[src/rtl/rsa_message_sequencer_pkg.sv]
// Shared types for the RSA message sequencer: FSM state encoding and the
// input FIFO entry layout.
package rsa_message_sequencer_pkg;

  // Symbol width carried in a FIFO entry; the sequencer's MSG_WIDTH must match.
  localparam int SYM_WIDTH = 8;

  typedef enum logic [1:0] {
    ST_IDLE  = 2'd0,
    ST_ISSUE = 2'd1,
    ST_WAIT  = 2'd2,
    ST_HOLD  = 2'd3
  } seq_state_t;

  typedef struct packed {
    logic                 last;
    logic [SYM_WIDTH-1:0] data;
  } fifo_entry_t;

endpackage

[src/rtl/sync_fifo.sv]
// Single-clock show-ahead FIFO with occupancy count; depth must be a power of two.
module sync_fifo #(
  parameter int WIDTH = 9,
  parameter int DEPTH = 4
) (
  input  logic                     clk,
  input  logic                     rst,
  input  logic                     push,
  input  logic                     pop,
  input  logic [WIDTH-1:0]         wr_data,
  output logic [WIDTH-1:0]         rd_data,
  output logic                     full,
  output logic                     empty,
  output logic [$clog2(DEPTH):0]   count
);

  localparam int AW = $clog2(DEPTH);
  localparam logic [AW:0] FULL_COUNT = (AW+1)'(DEPTH);

  logic [WIDTH-1:0] mem [DEPTH];
  logic [AW-1:0]    wr_ptr;
  logic [AW-1:0]    rd_ptr;
  logic             do_push;
  logic             do_pop;

  assign full    = (count == FULL_COUNT);
  assign empty   = (count == '0);
  assign do_push = push && !full;
  assign do_pop  = pop && !empty;
  assign rd_data = mem[rd_ptr];

  // Pointers wrap naturally because DEPTH is a power of two.
  always_ff @(posedge clk) begin
    if (rst) begin
      wr_ptr <= '0;
      rd_ptr <= '0;
      count  <= '0;
    end else begin
      if (do_push) wr_ptr <= wr_ptr + AW'(1);
      if (do_pop)  rd_ptr <= rd_ptr + AW'(1);
      unique case ({do_push, do_pop})
        2'b10:   count <= count + (AW+1)'(1);
        2'b01:   count <= count - (AW+1)'(1);
        default: count <= count;
      endcase
    end
  end

  // NOTE: storage is deliberately not reset; validity is tracked by the
  // pointers and count, so resetting the array would only cost area.
  always_ff @(posedge clk) begin
    if (do_push) mem[wr_ptr] <= wr_data;
  end

endmodule

[src/rtl/rsa_message_sequencer.sv]
// Buffers message symbols, holds the active key, issues one engine operation
// at a time and presents each result on a ready/valid ciphertext port.
module rsa_message_sequencer
  import rsa_message_sequencer_pkg::*;
#(
  parameter int MSG_WIDTH  = SYM_WIDTH,
  parameter int KEY_WIDTH  = 16,
  parameter int FIFO_DEPTH = 4
) (
  input  logic                 clk_in,
  input  logic                 rst_in,
  input  logic                 key_load_in,
  input  logic [KEY_WIDTH-1:0] exponent_in,
  input  logic [KEY_WIDTH-1:0] modulus_in,
  output logic                 key_ack_out,
  input  logic [MSG_WIDTH-1:0] byte_in,
  input  logic                 byte_last_in,
  input  logic                 byte_valid_in,
  output logic                 byte_ready_out,
  output logic                 eng_ready_out,
  output logic [MSG_WIDTH-1:0] eng_value_out,
  output logic [KEY_WIDTH-1:0] eng_exponent_out,
  output logic [KEY_WIDTH-1:0] eng_modulus_out,
  input  logic                 eng_busy_in,
  input  logic                 eng_valid_in,
  input  logic [KEY_WIDTH-1:0] eng_result_in,
  output logic [KEY_WIDTH-1:0] cipher_out,
  output logic                 cipher_last_out,
  output logic                 cipher_valid_out,
  input  logic                 cipher_ready_in
);

  localparam int CW = $clog2(FIFO_DEPTH) + 1;

  seq_state_t  state;
  fifo_entry_t push_entry;
  fifo_entry_t head_entry;
  logic        fifo_full;
  logic        fifo_empty;
  logic [CW-1:0] fifo_count;
  logic        push;
  logic        pop;
  logic        key_accept;
  logic        tag_last;

  assign push_entry     = '{last: byte_last_in, data: byte_in};
  assign byte_ready_out = !fifo_full;
  assign push           = byte_valid_in && byte_ready_out;
  assign pop            = (state == ST_IDLE) && !fifo_empty && !eng_busy_in;
  // Keys change only with nothing queued or in flight.
  assign key_accept     = key_load_in && (state == ST_IDLE) && (fifo_count == '0);

  sync_fifo #(
    .WIDTH($bits(fifo_entry_t)),
    .DEPTH(FIFO_DEPTH)
  ) u_fifo (
    .clk     (clk_in),
    .rst     (rst_in),
    .push    (push),
    .pop     (pop),
    .wr_data (push_entry),
    .rd_data (head_entry),
    .full    (fifo_full),
    .empty   (fifo_empty),
    .count   (fifo_count)
  );

  always_ff @(posedge clk_in) begin
    if (rst_in) begin
      state            <= ST_IDLE;
      key_ack_out      <= 1'b0;
      eng_exponent_out <= '0;
      eng_modulus_out  <= '0;
      eng_ready_out    <= 1'b0;
      eng_value_out    <= '0;
      tag_last         <= 1'b0;
      cipher_out       <= '0;
      cipher_last_out  <= 1'b0;
      cipher_valid_out <= 1'b0;
    end else begin
      key_ack_out <= key_accept;
      if (key_accept) begin
        eng_exponent_out <= exponent_in;
        eng_modulus_out  <= modulus_in;
      end
      // NOTE: the default here is overridden by the later assignment in the
      // IDLE branch; with non-blocking semantics the last write wins.
      eng_ready_out <= 1'b0;
      unique case (state)
        ST_IDLE: begin
          if (pop) begin
            eng_value_out <= head_entry.data;
            tag_last      <= head_entry.last;
            eng_ready_out <= 1'b1;
            state         <= ST_ISSUE;
          end
        end
        ST_ISSUE: state <= ST_WAIT;
        ST_WAIT: begin
          if (eng_valid_in) begin
            cipher_out       <= eng_result_in;
            cipher_last_out  <= tag_last;
            cipher_valid_out <= 1'b1;
            state            <= ST_HOLD;
          end
        end
        ST_HOLD: begin
          if (cipher_ready_in) begin
            cipher_valid_out <= 1'b0;
            cipher_last_out  <= 1'b0;
            state            <= ST_IDLE;
          end
        end
        default: state <= ST_IDLE;
      endcase
    end
  end

endmodule

[config.mk]
export PLATFORM = sky130hd
export DESIGN_NAME = rsa_message_sequencer
export DESIGN_NICKNAME = d
export VERILOG_FILES = /design/src/rtl/rsa_message_sequencer_pkg.sv /design/src/rtl/sync_fifo.sv /design/src/rtl/rsa_message_sequencer.sv
export SDC_FILE = /design/constraint.sdc
export NUM_CORES = 1
export LEC_CHECK = 0
export ABC_AREA = 1
export BUFFER_PORTS_ARGS = -buffer_cell sky130_fd_sc_hd__buf_2
export CORE_MARGIN = 5
export CORE_UTILIZATION = 35
export CTS_BUF_LIST = sky130_fd_sc_hd__clkbuf_4 sky130_fd_sc_hd__clkbuf_8
export DETAILED_ROUTE_END_ITERATION = 8
export PLACE_DENSITY_LB_ADDON = 0.25
export SYNTH_ARGS = -nofsm -noshare
export SYNTH_HDL_FRONTEND = slang
export SYNTH_SLANG_ARGS = --single-unit
[constraint.sdc]
create_clock -name clk_in -period 4.2 [get_ports clk_in]
set_input_delay 0.21 -clock clk_in [delete_from_list [all_inputs] [get_ports clk_in]]
set_output_delay 0.21 -clock clk_in [all_outputs]
set_load 0.03 [all_outputs]
* Word level (Yosys, flattened, before mapping) *
Memories as Yosys holds them, arrays and structs flattened. A register that Yosys moved wholly into a read port is not among the register bits.
Index checks and enable logic that the tools add are counted.

word-level totals
  input bits = 64
  bits in writable memories = 36
  logic and storage cells = 58
  register bits = 61
  output and inout bits = 61
  memories kept = 1

memories
  memory      depth  width  read ports  clocked after Yosys merged registers in  write ports  RTL line         source
  u_fifo.mem  4      9      1           1                                        1            sync_fifo.sv:20  logic [WIDTH-1:0] mem [DEPTH];

cells by class
  equality and inequality tests = 9
  bitwise operators = 1
  muxes and demuxes = 13
  add/subtract/negate cells = 4
  reduce and logical (&&, ||, !) cells = 19

operators by type and width
  cell                 number
  $pmux 2 s4           1
  $logic_and 1x1->1    7
  $eq 2x2->1 const B   3
  $mux 1               6
  $mux 2               3
  $pmux 3 s2           1
  $reduce_and 3->1     2
  $add 2x1->2 const B  2
  $eq 2x1->1 const B   2
  $ne 2x2->1 const B   2
  $pmux 1 s2           2
  $reduce_and 2->1     2
  $reduce_bool 2->1    2
  $add 3x1->3 const B  1
  $eq 3x3->1 const B   1
  $logic_not 1->1      3
  $logic_not 3->1      1
  $sub 3x1->3 const B  1
  $logic_not 2->1      1
  $ne 2x1->1 const B   1
  $reduce_or 2->1      1
  $not 1->1            1

* Depth between registers and ports, before layout *
Gate-level depths: netlist (run 1).

  depth after elaboration = 7
  depth in mapped cells = 15
  depth with buffers taken out = 14

* Modules after synthesis *
Synthesis (run 1) repeated with hierarchy kept, for this count alone.

unflattened totals
  cells, all modules = 458
  area total of the unflattened synthesis = 4,394.2 µm²

by module, submodules not included
  module                 area each (µm²)  cells each  times used
  rsa_message_sequencer  2,453.6          302         1
  sync_fifo              1,940.6          156         1

* Worst setup path after synthesis (run 1) *
Ideal clock, no wire load.

  kind = flip-flop to flip-flop
  from = reg state[0]
  to = reg u_fifo.count[2]
  cell stages (with the launch flop) = 15
  setup slack = 2.160 ns
  required time = 4.081 ns
  path buffers = 1
  arrival time = 1.920 ns
  cells stage by stage = dfxtp_1 -> inv_1 -> ha_1 -> inv_1 -> nor2_1 -> nand2_2 -> inv_2 -> buf_2 -> ha_1 -> inv_1 -> fa_1 -> nand2_1 -> nand3_1 -> o21ai_0 -> a21oi_1

on the way
  cells in the longest elaborated chain, start to end = 6

RTL lines
  item                                                    RTL line                     source
  start, declared                                         rsa_message_sequencer.sv:35  seq_state_t state;
  start signal, assigned                                  rsa_message_sequencer.sv:70  state <= ST_IDLE;
  start signal, assigned                                  rsa_message_sequencer.sv:95  state <= ST_ISSUE;
  start signal, assigned                                  rsa_message_sequencer.sv:98  ST_ISSUE: state <= ST_WAIT;
  $logic_not 2->1 (*)                                     rsa_message_sequencer.sv:49  assign pop = (state == ST_IDLE) && !fifo_empty && !eng_busy_in;
  $logic_and 1x1->1 (*) (2 in series)                     rsa_message_sequencer.sv:49
  $logic_and 1x1->1 (*)                                   sync_fifo.sv:29              assign do_pop = pop && !empty;
  net u_fifo.do_pop                                       sync_fifo.sv:24              logic do_pop;
  $eq 2x1->1 / $eq 2x2->1 (equally long branches)         sync_fifo.sv:41              unique case ({do_push, do_pop})
  $pmux 3 s2 / $reduce_bool 2->1 (equally long branches)  -
  end signal, assigned                                    sync_fifo.sv:42              2'b10: count <= count + (AW+1)'(1);
  end signal, assigned                                    sync_fifo.sv:43              2'b01: count <= count - (AW+1)'(1);
  end signal, assigned                                    sync_fifo.sv:44              default: count <= count;
  end, declared                                           sync_fifo.sv:14              output logic [$clog2(DEPTH):0] count

The timed path passes the listed nets; every way through them passes the cells marked *.
A chain may end at the register's enable or synchronous reset.

* Worst setup path in the final report (run 1) *
  from = reg state[0]
  to = reg u_fifo.count[2]

on the way
  cells in the longest elaborated chain, start to end = 6

RTL lines
  item                                                    RTL line
  $logic_not 2->1 (*)                                     rsa_message_sequencer.sv:49
  $logic_and 1x1->1 (*) (2 in series)                     rsa_message_sequencer.sv:49
  $logic_and 1x1->1 (*)                                   sync_fifo.sv:29
  $eq 2x1->1 / $eq 2x2->1 (equally long branches)         sync_fifo.sv:41
  $pmux 3 s2 / $reduce_bool 2->1 (equally long branches)  -

Mark *: on every way between the ends. The rest lies on a longest branch, timed or not.

==> flow_metrics.env, run 1 <==
export IMPL_run_status="finished clean"
export IMPL_grt_overflow_total=0
export IMPL_fin_crit_ns=2.32
export IMPL_crit_path_max_incr_delay_ns=0.38
export IMPL_synth_nets=525
export IMPL_cts_root_buf="clkbuf_8"
export IMPL_tightestPinTransition_ns=1.04
export IMPL_first_iter_violations=166
export IMPL_share_of_synthesized_flip_flops_with_an_asynchronous_set_or_reset_pct=0
export IMPL_post_cts_buffers=0
export IMPL_cts_hold_buffers=0
export IMPL_syn_cell_area_mm2=0.00410
export IMPL_core_mm2=0.0115
export IMPL_synthToLayoutAreaGrowth_pct=21.2
export IMPL_drt_total_wl_um=9420
export IMPL_timing_setup_critical_path_class="register to register"
export IMPL_timing_slew_headroom_pct=30.6
export IMPL_layout_cells_most_common_list="buf_2, nor2_1, dfxtp_1"
export IMPL_grt_start_max_net_pins=67
export IMPL_yosysWarnings=0
export IMPL_place_ws_ns=1.87
export IMPL_htree_num_levels=3
export IMPL_clock_skew_ns=0.00969
export IMPL_floorplan_initialDensity_pct=35.8
export IMPL_antenna_violations_before_repair=0
export IMPL_power_density_cell_area_mw_per_mm2=655
export IMPL_num_io_pins=125
export IMPL_cts_made_buffers=9
export IMPL_finalSetupViolCount=0
export IMPL_fraction_of_layout_instances_using_a_drive_strength_above_1_pct=25.8
export IMPL_unrepaired_setup_endpoints_after_global_routing="no"
export IMPL_synthFlopType="dfxtp_1"
export IMPL_yosysSeqAreaShare_pct=60.5
export IMPL_critPathRequiredTime_ns=4.50
export IMPL_tns_ns=0
export IMPL_cp_data_arrival_time_ns=2.62
export IMPL_worst_ir_drop_vdd_v=0.000361
export IMPL_kind_of_launch_point_of_the_worst_setup_path="register"
export IMPL_num_fill_cells=1149
export IMPL_static_leakage_power_nw=2.19
export IMPL_clk_path_buf_depth=2
export IMPL_cts_sinks=106
export IMPL_fmax_mhz=432
export IMPL_first_global_vias=3106
export IMPL_drt_antenna_violating_nets=0
export IMPL_timing_critical_path_cells="inv_1 -> ha_1 -> inv_1 -> nor2_1 -> nand2_2 -> inv_2 -> ha_1 -> inv_1 -> fa_1 -> inv_1 -> nand2_1 -> nand3_1 -> o21ai_0 -> a21oi_1"
export IMPL_place_hpwl_um=6580
export IMPL_antenna_cells=0
export IMPL_wire_length_of_the_first_global_routing_pass_um=15400
export IMPL_synth_cells=451
export IMPL_cpMaxStageDelayCell="fa_1"
export IMPL_cts_tree="yes"
export IMPL_postLayoutCoreUtil_pct=43.4
export IMPL_layout_nets=638
export IMPL_critPathMostFrequentCell="inv_1"
export IMPL_wire_per_inst_um=13.2
export IMPL_share_of_the_cycle_needed_by_the_critical_path_after_routing_pct=55.1
export IMPL_worst_skew_pair_late_latency_ns=0.36
export IMPL_critical_path_peak_fanout=15
export IMPL_postSynthAreaPerCell_um2=9.10
export IMPL_nature_of_the_critical_path_endpoint="register"
export IMPL_placement_rows=39
export IMPL_layout_commonest_cell="buf_2"
export IMPL_timing_final_max_slew_violations=0
export IMPL_max_cap_violations=0
export IMPL_synth_cell_types=21
export IMPL_synth_edff_count=36
export IMPL_holdCritPathClass="input pin to register"
export IMPL_finalWeightedCongestion=0.727
export IMPL_gr_usage_all_layers_pct=13.6
export IMPL_port_buffer_count=124
export IMPL_route_detailed_drc=0
export IMPL_fp_dieH_um=118
export IMPL_timing_final_hold_violations=0
export IMPL_post_layout_total_power_mw=3.26
export IMPL_avgViaCountPerCell=4.55
export IMPL_setup_ws_final_ns=1.88
export IMPL_cts_resized=0
export IMPL_detail_route_first_pass_iterations=4
export IMPL_number_of_register_bits_inferred_by_synthesis=106
export IMPL_vias=3242
export IMPL_die_width_um=118
export IMPL_die_area_mm2=0.0140
export IMPL_clk_pin_slew_worst_paths_ns=0.10
## cells by family (layout without fill, tap and decap cells)
group                      after synthesis  count (layout)  synth area share (%)
adders and majority gates               10              10                  3.23
buffers and inverters                   80             198                  8.69
and+or+nand+nor                        130             130                  12.3
AOI/OAI and AO/OA                      125             125                  15.2
DFF                                    106             106                  60.5
## worst paths after layout
kind	slack [ns]	cells after the start	start	end
max	1.88	14	state[0]	u_fifo.count[2]
min	0.06	1	byte_in[2]	u_fifo.mem[2][2]
max reg2reg	1.88	14	state[0]	u_fifo.count[2]
min reg2reg	0.45	2	eng_exponent_out[10]	eng_exponent_out[10]
## flip-flops by register name (all words and copies together) (netlist names), 2 cells and up
register	count
eng_exponent_out	16
state	2
eng_modulus_out	16
u_fifo.wr_ptr	2
eng_value_out	8
u_fifo.mem	36
u_fifo.rd_ptr	2
u_fifo.count	3
cipher_out	16
## critical path, delay by kind of cell (launching register included)
| kind | cells | cell delay [ns] |
|---|---|---|
| AND/OR/NAND/NOR | 4 | 0.42 |
| flip-flops | 1 | 0.34 |
| buffers and inverters | 5 | 0.49 |
| adder cells (fa/ha/maj) | 3 | 0.78 |
| AO/OA/AOI/OAI | 2 | 0.22 |
## area by class of cell
cell class | count | area (um2) | share of cell area (%)
well taps | 143 | 179 | 3.60
clock inverters | 2 | 37.5 | 0.755
multi-input cells | 265 | 1260 | 25.4
repair buffers | 125 | 628 | 12.6
inverters | 57 | 214 | 4.30
flip-flops and latches | 106 | 2480 | 49.9
clock buffers | 14 | 168 | 3.37
## routing by layer
layer,GRT usage [%],vias up,share of wire (%)
li1,-,1685,-
met1,16.4,1443,42
met2,22.2,102,48
met3,5.06,12,8.1
met4,4.66,0,1.8
met5,0,-,0
## cells in the mapped netlist (2+ instances only)
cell type | instances | share of area, %
dfxtp_1 | 70 | 34
inv_1 | 53 | 4.8
o21ai_0 | 58 | 7.1
nand2_2 | 2 | 0.30
nand3_1 | 5 | 0.61
a21oi_1 | 42 | 5.1
nand2_1 | 23 | 2.1
o21ai_1 | 25 | 3.0
buf_4 | 4 | 0.73
ha_1 | 9 | 2.7
buf_2 | 3 | 0.37
nor2_1 | 97 | 8.9
clkinv_1 | 2 | 0.18
edfxtp_1 | 36 | 26
inv_2 | 2 | 0.18
clkbuf_1 | 11 | 1.0
buf_6 | 5 | 1.4
## report_power, final
group	total (mW)	leakage (nW)	switching (mW)	internal, mW
combinational	1.19	1.18	0.838	0.350
clock	0.644	0.105	0.324	0.320
sequential	1.43	0.904	0.134	1.29
## through the flow
step	hold slack, ns	instance area (um2)	cells
final	0.0598	4970	712
after global routing	0.0276	4970	712
after CTS	0.0376	4970	712
after detailed placement	0.434	4770	696
after global placement	0.421	4770	696
after floorplan	0.279	4100	451
No activity file was read; power rests on OpenSTA's default activity.
==> inputs of run 2 (changes only) <==
ABC_AREA = 0   (was 1)
clock period = 2.3 ns   (was 4.2 ns; I/O delays follow)
==> run 2 against run 1 <==
Against the previous run: first-iteration DRC count up 63%; critical endpoint unchanged; routed wire length up 16%; hold slack improved by 0.019 ns; synthesized cell count fell by 12%; via count up 9.9%; sequential share of layout area fell by 6.9 points; fmax grew 6.0%; cell area up 16%; critical path depth is 6 lower; worst setup slack worse by 1.8 ns; sequential power grew 70%; final cell count up 1.1%.
==> flow_metrics.env, run 2 <==
export IMPL_largest_register="u_fifo.mem"
export IMPL_die_area_mm2=0.0145
export IMPL_holdWs_ns=0.0785
export IMPL_synth_compound_gate_area_share_pct=14.6
export IMPL_finalSetupViolCount=0
export IMPL_synthToLayoutAreaGrowth_pct=35.5
export IMPL_run_status="finished clean"
export IMPL_synthTopCellsByArea="dfxtp_1, edfxtp_1, a21oi_1"
export IMPL_layout_commonest_cell="buf_2"
export IMPL_grt_overflow_total=0
export IMPL_largest_register_ffs=36
export IMPL_number_of_register_bits_inferred_by_synthesis=106
export IMPL_postSynthAreaPerCell_um2=10.7
export IMPL_vias=3563
export IMPL_fmax_mhz=458
export IMPL_critPathRequiredTime_ns=2.62
export IMPL_yosys_top_cells_count="dfxtp_1, a21oi_1, nand3_1"
export IMPL_synth_cell_types=37
export IMPL_clockPowerShare_pct=19.9
export IMPL_route_detailed_drc=0
export IMPL_synth_mux_area_share_pct=5.23
export IMPL_cp_data_arrival_time_ns=2.51
export IMPL_htree_num_levels=3
export IMPL_avgViaCountPerCell=4.95
export IMPL_layout_cells_most_common_list="buf_2, dfxtp_1, a21oi_1"
export IMPL_fraction_of_layout_instances_using_a_drive_strength_above_1_pct=29.7
export IMPL_postLayoutCoreUtil_pct=48.3
export IMPL_clk_path_buf_depth=2
export IMPL_timing_final_hold_violations=0
export IMPL_port_buffer_count=124
export IMPL_kind_of_launch_point_of_the_worst_setup_path="register"
export IMPL_seqPwrFrac_pct=40.0
export IMPL_rrSetupSlack_ns=0.12
export IMPL_tightestPinTransition_ns=0.828
export IMPL_die_width_um=120
export IMPL_worst_skew_pair_late_latency_ns=0.38
export IMPL_worst_hold_path_num_cells=3
export IMPL_finalWeightedCongestion=0.760
export IMPL_synth_edff_count=36
export IMPL_antenna_cells=0
export IMPL_share_of_the_cycle_needed_by_the_critical_path_after_routing_pct=95.0
export IMPL_yosysSeqAreaShare_pct=58.3
export IMPL_num_io_pins=125
export IMPL_gr_usage_all_layers_pct=15.1
export IMPL_cts_sinks=106
export IMPL_cell_internal_pwr_mw=3.64
export IMPL_power_density_cell_area_mw_per_mm2=1050
export IMPL_cts_root_buf="clkbuf_8"
export IMPL_clk_pin_slew_worst_paths_ns=0.11
export IMPL_synth_largest_type_area_fraction_pct=32.9
export IMPL_synth_xor_area_share_pct=0.411
export IMPL_wire_length_of_the_first_global_routing_pass_um=17500
export IMPL_synth_cells=397
export IMPL_critical_path_peak_fanout=7
export IMPL_synthFlopType="dfxtp_1"
export IMPL_power_frac_comb_pct=40.1
export IMPL_syn_cell_area_mm2=0.00426
export IMPL_detail_route_first_pass_iterations=4
export IMPL_share_of_synthesized_flip_flops_with_an_asynchronous_set_or_reset_pct=0
export IMPL_cts_made_buffers=9
export IMPL_nature_of_the_critical_path_endpoint="register"
export IMPL_holdCritPathClass="input pin to register"
export IMPL_yosysWarnings=0
export IMPL_dominant_combinational_cell_family_by_area_after_synthesis="compound AO/OA/AOI/OAI gates"
export IMPL_clock_skew_ns=0.0153
export IMPL_core_mm2=0.0120
export IMPL_num_fill_cells=1097
export IMPL_cts_tree="yes"
export IMPL_first_global_vias=3506
export IMPL_synth_area_leader_cell="dfxtp_1"
export IMPL_first_iter_violations=271
export IMPL_ff2ff_path_depth=8
export IMPL_timing_final_max_slew_violations=0
export IMPL_placement_rows=40
export IMPL_layout_nets=642
export IMPL_synthSimpleGateAreaFrac_pct=13.2
export IMPL_place_hpwl_um=6810
export IMPL_post_synth_top_count_cell="dfxtp_1"
export IMPL_drt_total_wl_um=10900
export IMPL_static_leakage_power_nw=2.32
export IMPL_max_cap_violations=0
export IMPL_fin_crit_ns=2.18
export IMPL_switching_power_of_the_nets_mw=2.44
export IMPL_drt_antenna_violating_nets=0
export IMPL_synth_nets=471
export IMPL_fp_dieH_um=120
export IMPL_timing_slew_headroom_pct=44.7
export IMPL_timing_setup_critical_path_class="register to register"
export IMPL_grt_start_max_net_pins=42
export IMPL_antenna_violations_before_repair=0
export IMPL_wire_per_inst_um=15.2
export IMPL_swShare_pct=40.1
export IMPL_adder_and_majority_gate_portion_of_the_synthesized_area_pct=3.11
export IMPL_worst_ir_drop_vdd_v=0.000507
export IMPL_floorplan_initialDensity_pct=35.6
run 2: cell families (layout without fill, tap and decap cells):
kind of cell | after synthesis | count (layout)
AO/OA/AOI/OAI | 116 | 116
XOR/XNOR | 2 | 2
adder cells (fa/ha/maj) | 10 | 10
buffers and inverters | 42 | 218
flip-flops | 106 | 106
multiplexers | 11 | 11
AND/OR/NAND/NOR | 110 | 110
run 2: power groups by stage:
stage,sequential (mW),clock [mW],combinational [mW]
2_1_floorplan,2.86,0,1.50
3_3_place_gp,2.45,0,2.33
3_5_place_dp,2.47,0,2.35
4_1_cts,2.43,1.26,2.43
5_1_grt,2.47,1.34,2.65
6_report,2.43,1.21,2.44
run 2: area by class of cell:
cell class / count / area (um2) / area share [%]
Sequential cell: 106 / 2480 / 43.1
Inverter: 9 / 33.8 / 0.585
Timing Repair Buffer: 193 / 1300 / 22.5
Multi-Input combinational cell: 249 / 1560 / 27.1
Clock inverter: 7 / 85.1 / 1.47
Clock buffer: 9 / 124 / 2.15
Tap cell: 147 / 184 / 3.19
run 2: per-stage QoR:
step	cell area (um2)	TNS [ns]	setup WS, ns	cells	total power, mW
3_3_place_gp	4960	0	0.187	645	4.79
2_1_floorplan	4260	0	0.0260	397	4.36
4_1_cts	5750	0	0.105	719	6.12
5_1_grt	5770	-0.0421	-0.0421	720	6.46
3_5_place_dp	4960	0	0.135	645	4.82
6_report	5770	0	0.115	720	6.07
run 2: repair_timing:
item,4_1_cts,5_1_grt
hold buffers,58,0
hold endpoints to repair,85,0
gates resized for setup,0,5
buffers inserted,0,1
setup endpoints to repair,0,1
run 2: critical path, cell delays in order (launching register included):
cell	delay [ns]
dfxtp_2	0.38
or3b_1	0.40
nand2_1	0.09
ha_2	0.18
inv_1	0.05
fa_1	0.38
xor2_1	0.16
or3_1	0.34
a21oi_2	0.14
run 2: worst paths after layout:
path / startpoint / endpoint
max: u_fifo.count[0] / u_fifo.count[2]
min: byte_valid_in / u_fifo.wr_ptr[0]
max reg2reg: u_fifo.count[0] / u_fifo.count[2]
min reg2reg: cipher_out[7] / cipher_out[7]
run 2: routing by layer:
metal / global-route usage, % / share of wire, % / vias up
met5: 0 / 0 / -
met4: 5.03 / 1.4 / 0
met3: 5.14 / 6.6 / 12
met2: 25.8 / 52 / 107
met1: 18.0 / 40 / 1689
li1: - / - / 1755
==> inputs of run 3 (changes only) <==
SYNTH_HIERARCHICAL = 1   (was not set)
==> run 3 against run 2 <==
Against the previous run: via count fell by 8.0%; final cell count is 0.83% lower; non-clock buffer count fell by 1; sequential power rose by 2%; register-to-register slack worse by 0.06 ns; largest power group is now registers; critical endpoint is now u_fifo/count[2]; sequential share of layout area decreased by 0.077 points; synthesized cell count shrank 4.5%.
==> flow_metrics.env, run 3 <==
export IMPL_timing_critical_path_cells="inv_2 -> ha_4 -> nor3b_4 -> o31ai_4 -> inv_1 -> ha_2 -> inv_1 -> fa_2 -> xor2_1 -> or3_1 -> a21oi_2"
export IMPL_worst_skew_pair_late_latency_ns=0.37
export IMPL_swShare_pct=35.7
export IMPL_timing_slew_headroom_pct=60.9
export IMPL_finalWeightedCongestion=0.685
export IMPL_layout_cells_most_common_list="buf_2, nand2_1, dfxtp_1"
export IMPL_largest_register="u_fifo/mem"
export IMPL_timing_final_hold_violations=0
export IMPL_post_synth_top_count_cell="nand2_1"
export IMPL_layout_nets=636
export IMPL_clk_path_buf_depth=2
export IMPL_clockPowerShare_pct=21.5
export IMPL_kind_of_launch_point_of_the_worst_setup_path="register"
export IMPL_clock_skew_ns=0.0144
export IMPL_fraction_of_layout_instances_using_a_drive_strength_above_1_pct=31.0
export IMPL_timing_final_max_slew_violations=0
export IMPL_placement_rows=40
export IMPL_htree_num_levels=3
export IMPL_detail_route_first_pass_iterations=4
export IMPL_die_width_um=120
export IMPL_yosysWarnings=6
export IMPL_share_of_the_cycle_needed_by_the_critical_path_after_routing_pct=97.6
export IMPL_synth_edff_count=36
export IMPL_run_status="finished clean"
export IMPL_critical_path_peak_fanout=3
export IMPL_place_hpwl_um=6480
export IMPL_clk_pin_slew_worst_paths_ns=0.11
export IMPL_wire_length_of_the_first_global_routing_pass_um=16000
export IMPL_worst_ir_drop_vdd_v=0.000472
export IMPL_gr_usage_all_layers_pct=14.1
export IMPL_first_iter_violations=167
export IMPL_syn_cell_area_mm2=0.00426
export IMPL_synthToLayoutAreaGrowth_pct=38.3
export IMPL_tightestPinTransition_ns=0.587
export IMPL_fin_crit_ns=2.24
export IMPL_seqPwrFrac_pct=43.9
export IMPL_layout_cell_area_non_filler_mm2=0.00590
export IMPL_grt_overflow_total=0
export IMPL_power_frac_comb_pct=34.6
export IMPL_unrepaired_setup_endpoints_after_global_routing="yes"
export IMPL_cts_tree="yes"
export IMPL_drt_total_wl_um=9930
export IMPL_grt_start_max_net_pins=66
export IMPL_cell_internal_pwr_mw=3.63
export IMPL_synth_cell_types=37
export IMPL_fmax_mhz=445
export IMPL_route_detailed_drc=0
export IMPL_max_cap_violations=0
export IMPL_holdCritPathClass="input pin to register"
export IMPL_synth_largest_type_area_fraction_pct=33.8
export IMPL_synthTopCellsByArea="dfxtp_1, edfxtp_1, mux2i_1"
export IMPL_cpMaxStageDelayCell="or3_1"
export IMPL_antenna_violations_before_repair=1
export IMPL_timing_setup_critical_path_class="register to register"
export IMPL_largest_register_ffs=36
export IMPL_postSynthAreaPerCell_um2=11.2
export IMPL_crit_path_max_incr_delay_ns=0.36
export IMPL_share_of_synthesized_flip_flops_with_an_asynchronous_set_or_reset_pct=0
export IMPL_first_global_vias=3324
export IMPL_nature_of_the_critical_path_endpoint="register"
export IMPL_cts_made_buffers=9
export IMPL_floorplan_initialDensity_pct=35.6
export IMPL_placed_cells_incl_taps=637
export IMPL_critPathRequiredTime_ns=2.61
export IMPL_num_io_pins=125
export IMPL_post_layout_total_power_mw=5.65
export IMPL_synthFlopType="dfxtp_1"
export IMPL_cts_sinks=108
export IMPL_switching_power_of_the_nets_mw=2.02
export IMPL_drt_antenna_violating_nets=0
export IMPL_detailed_place_area_mm2=0.00506
export IMPL_static_leakage_power_nw=2.47
export IMPL_synth_nets=453
export IMPL_critPathMostFrequentCell="inv_1"
export IMPL_port_buffer_count=124
export IMPL_synth_cells=379
export IMPL_yosys_top_cells_count="nand2_1, dfxtp_1, mux2i_1"
export IMPL_cp_data_arrival_time_ns=2.56
export IMPL_die_area_mm2=0.0145
export IMPL_core_mm2=0.0120
export IMPL_multiInputGateArea_mm2=0.00164
export IMPL_fp_dieH_um=120
export IMPL_cts_root_buf="clkbuf_8"
export IMPL_num_fill_cells=1091
export IMPL_vias=3277
export IMPL_layout_commonest_cell="buf_2"
export IMPL_sequential_cell_area_mm2=0.00253
export IMPL_synth_area_leader_cell="dfxtp_1"
export IMPL_power_density_cell_area_mw_per_mm2=959
export IMPL_antenna_cells=0
export IMPL_finalSetupViolCount=0
export IMPL_wire_per_inst_um=13.9
export IMPL_avgViaCountPerCell=4.59
export IMPL_postLayoutCoreUtil_pct=49.3
export IMPL_number_of_register_bits_inferred_by_synthesis=108
export IMPL_yosysSeqAreaShare_pct=59.2
export IMPL_finalNonFillerCells=714
## run 3: changes by cell type after synthesis, moves of 10 or more
| cell | previous run | this run |
|---|---|---|
| o21ai_1 | 37 | 0 |
| nand3_1 | 43 | 1 |
| mux2i_1 | 2 | 42 |
| nand2_1 | 36 | 102 |
| nor2_1 | 6 | 16 |
| a21oi_1 | 64 | 21 |
## run 3: logic make-up (layout without fill, tap and decap cells)
group	after synthesis	after routing	share of synthesized area [%]
and+or+nand+nor	143	143	14.7
DFF	108	108	59.2
muxes	51	51	14.6
AOI/OAI and AO/OA	32	32	4.20
buffers and inverters	32	220	3.61
adders and majority gates	10	10	3.11
xor gates and xnor gates	3	3	0.616
## run 3: critical path: cells and delay by family, from the launching register on
kind | cells | cell delay (ns)
flip-flops | 1 | 0.35
AND/OR/NAND/NOR | 2 | 0.59
XOR/XNOR | 1 | 0.15
AO/OA/AOI/OAI | 2 | 0.23
buffers and inverters | 3 | 0.21
adder cells (fa/ha/maj) | 3 | 0.65
## run 3: layout make-up
type | count | area share (%)
well taps | 147 | 3.12
clock buffers | 10 | 2.23
clock inverters | 6 | 1.29
inverters | 12 | 0.764
flip-flops and latches | 108 | 43.0
repair buffers | 192 | 21.8
multi-input cells | 239 | 27.8
## run 3: final timing paths
check             cells past startpoint                start             endpoint  slack (ns)
setup reg to reg                     11             state[0]      u_fifo/count[2]        0.06
hold reg to reg                       2  eng_modulus_out[14]  eng_modulus_out[14]        0.46
hold / removal                        4      cipher_ready_in     cipher_valid_out        0.07
setup / recovery                     11             state[0]      u_fifo/count[2]        0.06
## run 3: through the flow
stage / TNS [ns] / hold slack [ns] / setup slack [ns]
finish: 0 / 0.0726 / 0.0552
global route: -0.0425 / 0.0705 / -0.0425
CTS: 0 / 0.0429 / 0.00729
detailed placement: 0 / 0.336 / 0.0140
global placement: 0 / 0.330 / 0.104
floorplan: 0 / 0.214 / 0.0292
## run 3: layer usage
metal	vias up	part of all wire, %	GRT usage (%)
li1	1648	-	-
met1	1539	41	15.9
met2	71	52	25.5
met3	17	4.5	3.37
met4	2	1.7	5.45
met5	-	0.13	0
## run 3: power groups by stage
stage                     Combinational, mW  Clock [mW]  Sequential [mW]
after global placement                 1.81           0             2.50
after CTS                              1.94        1.28             2.48
after floorplan                       0.957           0             2.92
after global routing                   2.13        1.35             2.52
final                                  1.95        1.22             2.48
after detailed placement               1.85           0             2.51
## run 3: what timing repair did
action                     4_1_cts  5_1_grt
buffers inserted                 1        3
setup endpoints to repair        1        1
gates resized for setup          2        6
pin swaps                        0        4
hold buffers                    57        0
hold endpoints to repair        84        0
